<file path="src/rtl/line_pixel_streamer.sv">
// Streams a filtered line out one pixel per valid/ready beat, with column/row
// coordinates, and holds one pending line so the next row can arrive early.
module line_pixel_streamer #(
  parameter int LINE_W   = 320,
  parameter int BORDER   = 2,
  parameter int MAX_ROWS = 240
) (
  input  logic              clk,
  input  logic              rst,
  input  logic [LINE_W-1:0] line_in,
  input  logic              line_start,
  output logic              line_ready,
  output logic              pix_valid,
  input  logic              pix_ready,
  output logic              pix_data,
  output logic [8:0]        pix_col,
  output logic [7:0]        pix_row,
  output logic              pix_last,
  output logic              frame_done,
  output logic              overflow
);

  // state  | meaning
  // IDLE   | no line loaded, pix_valid low
  // STREAM | shift register holds a line, one beat offered per cycle
  localparam logic [0:0] ST_IDLE   = 1'b0;
  localparam logic [0:0] ST_STREAM = 1'b1;

  localparam logic [8:0] COL_LAST = 9'(LINE_W - 1);
  localparam logic [8:0] COL_LO   = 9'(BORDER);
  localparam logic [8:0] COL_HI   = 9'(LINE_W - BORDER);
  localparam logic [7:0] ROW_LAST = 8'(MAX_ROWS - 1);

  logic [0:0]        state_q, state_d;
  logic [LINE_W-1:0] shreg_q, shreg_d;
  logic [LINE_W-1:0] pend_q, pend_d;
  logic              pend_full_q, pend_full_d;
  logic [8:0]        col_q, col_d;
  logic [7:0]        row_q, row_d;
  logic              frame_done_q, frame_done_d;
  logic              overflow_q, overflow_d;

  logic fire;
  logic last_fire;

  assign pix_valid  = (state_q == ST_STREAM);
  assign pix_col    = col_q;
  assign pix_row    = row_q;
  assign pix_last   = pix_valid && (col_q == COL_LAST);
  assign pix_data   = pix_valid && shreg_q[0] && (col_q >= COL_LO) && (col_q < COL_HI);
  assign line_ready = !pend_full_q;
  assign frame_done = frame_done_q;
  assign overflow   = overflow_q;

  assign fire      = pix_valid && pix_ready;
  assign last_fire = fire && (col_q == COL_LAST);

  always_comb begin
    state_d      = state_q;
    shreg_d      = shreg_q;
    pend_d       = pend_q;
    pend_full_d  = pend_full_q;
    col_d        = col_q;
    row_d        = row_q;
    frame_done_d = 1'b0;
    overflow_d   = overflow_q;

    if (state_q == ST_IDLE) begin
      if (line_start) begin
        shreg_d = line_in;
        col_d   = 9'd0;
        state_d = ST_STREAM;
      end
    end else begin
      if (fire) begin
        shreg_d = shreg_q >> 1;
        col_d   = col_q + 9'd1;
      end
      if (last_fire) begin
        col_d        = 9'd0;
        frame_done_d = (row_q == ROW_LAST);
        row_d        = (row_q == ROW_LAST) ? 8'd0 : row_q + 8'd1;
        // The pending slot drains this cycle, so a coincident line_start refills it.
        if (pend_full_q) begin
          shreg_d     = pend_q;
          pend_full_d = line_start;
          if (line_start) pend_d = line_in;
        end else if (line_start) begin
          shreg_d = line_in;
        end else begin
          state_d = ST_IDLE;
        end
      end else if (line_start) begin
        if (!pend_full_q) begin
          pend_d      = line_in;
          pend_full_d = 1'b1;
        end else begin
          overflow_d = 1'b1;
        end
      end
    end
  end

  always_ff @(posedge clk) begin
    if (rst) begin
      state_q      <= ST_IDLE;
      shreg_q      <= '0;
      pend_q       <= '0;
      pend_full_q  <= 1'b0;
      col_q        <= 9'd0;
      row_q        <= 8'd0;
      frame_done_q <= 1'b0;
      overflow_q   <= 1'b0;
    end else begin
      state_q      <= state_d;
      shreg_q      <= shreg_d;
      pend_q       <= pend_d;
      pend_full_q  <= pend_full_d;
      col_q        <= col_d;
      row_q        <= row_d;
      frame_done_q <= frame_done_d;
      overflow_q   <= overflow_d;
    end
  end

endmodule

</file>
<file path="config.mk">
export PLATFORM = sky130hd
export DESIGN_NAME = line_pixel_streamer
export DESIGN_NICKNAME = d
export VERILOG_FILES = /design/src/rtl/line_pixel_streamer.sv
export SDC_FILE = /design/constraint.sdc
export NUM_CORES = 2
export LEC_CHECK = 0
export CORE_ASPECT_RATIO = 1.75
export CORE_MARGIN = 3
export CORE_UTILIZATION = 51
export CTS_BUF_LIST = sky130_fd_sc_hd__clkbuf_8 sky130_fd_sc_hd__clkbuf_16
export DETAILED_ROUTE_END_ITERATION = 8
export PLACE_DENSITY = 0.73
export SYNTH_ARGS = -nofsm -noshare
export SYNTH_HDL_FRONTEND = slang
export SYNTH_SLANG_ARGS = --single-unit
</file>
<file path="constraint.sdc">
create_clock -name clk -period 2.6 [get_ports clk]
set_input_delay 0.39 -clock clk [delete_from_list [all_inputs] [get_ports clk]]
set_output_delay 0.39 -clock clk [all_outputs]
set_load 0.02 [all_outputs]
</file>
; After elaboration in Yosys (flattened, before gate mapping)
; Index checks and enable logic that the tools add are counted.
[word_totals]
reg_bits = 661
input_bits = 324
output_inout_bits = 23
word_cells = 57
[classes]
n_addsub = 2
order_cmp = 2
n_eq_ne = 6
n_mux = 22
bitwise = 2
n_reduce_logical = 15
[op_table]
columns = cell, n
row1 = 2-to-1 mux 320 bit, 10
row2 = 2-to-1 mux 9 bit, 4
row3 = "adder 9 x 1 -> 9 bit, second input constant", 1
row4 = "== test 9 bit, second input constant", 1
row5 = ">= comparator 9 x 2 -> 1 bit, second input constant", 1
row6 = "< comparator 9 bit, second input constant", 1
row7 = "adder 8 x 1 -> 8 bit, second input constant", 1
row8 = "== test 8 bit, second input constant", 1
row9 = 2-to-1 mux 8 bit, 1
row10 = 2-to-1 mux 1 bit, 7
row11 = logical AND 1 bit, 6
row12 = AND reduction 2 bit, 3
row13 = AND reduction 5 bit, 1
row14 = "inequality test 2 bit, second input constant", 2
row15 = AND reduction 4 bit, 1
row16 = nonzero test 2 bit, 2
row17 = "inequality test 3 x 1 -> 1 bit, second input constant", 1
row18 = OR reduction 3 bit, 1
row19 = "inequality test 2 x 1 -> 1 bit, second input constant", 1
row20 = inverter 1 bit, 2
row21 = logical NOT 1 bit, 1

; Depth between registers and ports, before layout
[logic_depth]
depth_word = 6
mapped_depth = 9
depth_no_buf = 6

; Least setup slack after synthesis
; No wires, ideal clock.
[synth_path]
path_kind = register to register
from = reg col_q[1] (netlist: pix_col[1])
to = reg pend_q[100]
setup_ns = 0.072
arrival_ns = 2.269
t_required_ns = 2.528
path_slack_ns = 0.259
path_stages_with_launch = 10
path_buffers = 4
period_less_slack_ns = 2.341
path_cell_list = dfxtp_1 > ha_1 > nor4bb_1 > buf_2 > nand3_2 > a21oi_1 > clkbuf_1 > buf_2 > buf_4 > mux2i_1
[synth_between]
elab_chain_cells = 4
elab_cells_between_ends = 7
cone_classes = 3 x eq/ne / 1 x mux / 3 x reduce/logical
[synth_rtl]
columns = item, line
row1 = "start, declared", 38  ; logic [8:0] col_q, col_d;
row2 = "start signal, assigned", 119  ; col_q <= col_d;
row3 = == test 9 bit *, 56  ; assign last_fire = fire && (col_q == COL_LAST);
row4 = logical AND 1 bit *, 56
row5 = "inequality test 2 x 1 -> 1 bit (no line), or another cell as far along", --
row6 = AND reduction 5 bit (no line), --
row7 = "end signal, assigned", 117  ; pend_q <= pend_d;
row8 = "end, declared", 36  ; logic [LINE_W-1:0] pend_q, pend_d;
; Every way passes the cells marked *; elsewhere a longest branch is shown, timed or not.
; A chain may end at the register's enable or synchronous reset.

; Worst setup path after layout
[layout_path]
from = reg state_q (netlist: pix_valid)
to = out pix_valid
[layout_lines]
columns = item, line
row1 = "start, declared", 34  ; logic [0:0] state_q, state_d;
row2 = "start signal, assigned", 115  ; state_q <= state_d;
row3 = "end, declared", 13  ; output logic pix_valid,
; No word-level cell between the ends.

==> key figures <==
Flow run
  • MaxCap Viol Count: 0

Synthesis
  • Mean Syn Cell Area: roughly 9.9 um^2
  • FFs w/ async S/R, synth: 0
  • Area leader, netlist: dfxtp_1
  • Ranking of synthesized cells by area: dfxtp_1, mux2i_1, nand2b_1
  • Area share of the largest cell type after synthesis: 0.379
  • EDFF count, synth: 0
  • Main synth FF type: dfxtp_1
  • Cells after Synth: 3530
  • Yosys cell types: 53
  • YS warnings: 0
  • Synth Net Count: 3857
  • #FFs+latches synth: 661
  • Mapped Area: 34900 um^2
  • Seq/Total Area, Yosys: 0.379

Timing
  • Final hold violations: 0
  • Setup_tns: 0 ns
  • Fmax: 394 MHz
  • Max-slew violation count: 0
  • Final Setup Violations: 0
  • Worst setup margin: 0.0642 ns
  • Final worst path period share: 0.975
  • Least-Margin Pin Slew: 0.959 ns
  • RSZ-0062 raised after global routing: false
  • Fin crit period: 2.54 ns
  • Max_slew headroom: 0.361
  • Max Clock Skew: 0.0220 ns

Clock tree
  • TritonCTS Buffers: 66
  • Post-CTS Setup Inserts: 0
  • Clock root buffer: clkbuf_16
  • Worst-path clk slew: ~0.06 ns
  • Worst skew pair latency: 0.63 ns
  • # hold bufs at CTS: 0
  • Clock Sinks: 661
  • CTS Buffer Depth: 3
  • H-tree Lvls: 3
  • TritonCTS clock tree: built

Detailed routing
  • Routed wire length: between 90000 and 100000 um
  • Vias: 28600
  • Final ANT Viol Nets: 0
  • DRT Pass-1 Iters: 7
  • Post-DR vias/cell: between 6 and 7
  • Remaining design rule violation count: 0
  • Drt initial violations: 3081
  • Wire length per cell: 21.3 um

Final layout
  • Finished Core Util: 0.619
  • Commonest non-fill, non-tap cell in the layout: dfxtp_1
  • Register cell area after layout: 13200 um^2
  • Nets@finish: just over 4000
  • Multi-input gate area: between 20000 and 25000 um^2
  • Layout area overhead: 19.9%
  • Fillers: 5689
  • Share of cells above drive strength 1: 0.142
  • Commonest non-fill, non-tap cells in the layout: dfxtp_1, nand2b_1, mux2i_1

Power and ir drop
  • Leak: 14.3 nW
  • Worst VDD drop: roughly 0.58 mV
  • Pwr/cell area: 581 nW/um^2

Placed design
  • Number of port buffers: roughly 350
  • Worst slack, placed: 0.0399 ns
  • Hpwl dp: roughly 63000 um
  • Routability-driven placement congestion ratio: 0.805

Global routing
  • Global route overflow: 0
  • Total Routing Usage GR: 0.268
  • Pin count of the biggest net entering global routing: 267
  • Vias in the first global route: ~29000
  • Initial antenna violation count: 14
  • First-pass GRT wire length: 159000 um

Floorplan
  • Placeable Area: between 60000 and 70000 um^2
  • Starting Density: 0.516
  • Site row count: between 100 and 150
  • Ports: ~350
  • Die W: 204 um
  • Chip Height: 352 um
  • Die ar.: 71700 um^2

Worst setup path
  • CP max FO: 20
  • Crit Path Class: reg -> out
  • WP data arrival: 2.15 ns
  • CP Capture Type: primary output
  • CP startpoint kind: flip-flop
  • Critical Path RT: 2.21 ns

Min path
  • Worst Hold Class: in -> reg

Status
  • Outcome: finished, final reports clean
[routing by layer]
metal,wire (um),track usage
met5,69,0
met2,48800,0.459
met4,2530,0.0889
met1,41200,0.335
met3,6750,0.0547
[logic make-up after synthesis]
| family | after synthesis | share of synthesized area |
|---|---|---|
| DFF | 661 | 0.379 |
| and+or+nand+nor | 858 | 0.151 |
| buffers and inverters | 372 | 0.0461 |
| xor gates and xnor gates | 10 | 0.00251 |
| AOI/OAI and AO/OA | 769 | 0.165 |
| muxes | 856 | 0.255 |
| adders and majority gates | 4 | 0.00136 |
[synthesized netlist by cell type, types with 11 or more instances]
cell type / count
or3_1: 28
a2111oi_0: 13
a21oi_1: 49
nand2_1: 11
o221ai_1: 19
a211oi_1: 61
mux2i_1: 588
buf_1: 17
buf_2: 71
a222oi_1: 267
nor2_1: 44
o21ai_0: 83
dfxtp_1: 661
buf_4: 33
and2_1: 40
inv_1: 23
o21ai_1: 221
o22ai_1: 19
mux2_2: 268
a2111oi_2: 20
nand2b_1: 640
nor2b_1: 33
nor3_1: 24
clkbuf_1: 228
[timing repair]
action	CTS	global route
gates cloned	0	0
setup endpoints to repair	2	2
resized for setup	9	5
pin swaps	0	3
[through the flow]
| step | instances | power [mW] | instance area [um^2] | hold slack [ns] |
|---|---|---|---|---|
| after floorplan | 3530 | 13.5 | 34900 | 0.445 |
| after global placement | 4539 | 14.8 | 39700 | 0.455 |
| after detailed placement | 4539 | 14.9 | 39700 | 0.460 |
| after CTS | 4654 | 24.5 | 41800 | 0.0261 |
| after global routing | 4659 | 25.3 | 41800 | 0.0607 |
| final | 4663 | 24.3 | 41800 | 0.0663 |
[power breakdown]
group	switching, mW	leakage [nW]	internal [mW]
clock	4.23	1.11	5.37
combinational	1.67	7.77	1.90
sequential	0.428	5.41	10.7
[state kept, by name (all words and copies together) (netlist names)]
register	cells
frame_done	1
overflow	1
pend_full_q	1
pend_q	320
pix_col	9
pix_row	8
pix_valid	1
shreg_q	320
[critical path: stages (launching register included)]
cell	delay (ns)
dfxtp_4	0.54
buf_4	0.31
clkdlybuf4s50_1	0.68
[area by class of cell]
| class | count | share of cell area |
|---|---|---|
| Multi-Input combinational cell | 2497 | 0.482 |
| Sequential cell | 661 | 0.316 |
| Timing Repair Buffer | 461 | 0.121 |
| Clock buffer | 78 | 0.0440 |
| Tap cell | 896 | 0.0268 |
| Clock inverter | 37 | 0.00700 |
| Inverter | 23 | 0.00206 |
| Antenna cell | 10 | 0.000598 |
[final timing paths]
check | start | endpoint | slack [ns] | cells after the start
worst min register to register | pend_q[53] | pend_q[53] | 0.47 | 2
worst max-delay path | pix_valid | pix_valid | 0.06 | 2
worst max register to register | pix_col[0] | pend_q[115] | 0.28 | 8
worst min-delay path | rst | shreg_q[304] | 0.07 | 2
No activity file was read; power rests on OpenSTA's default activity.
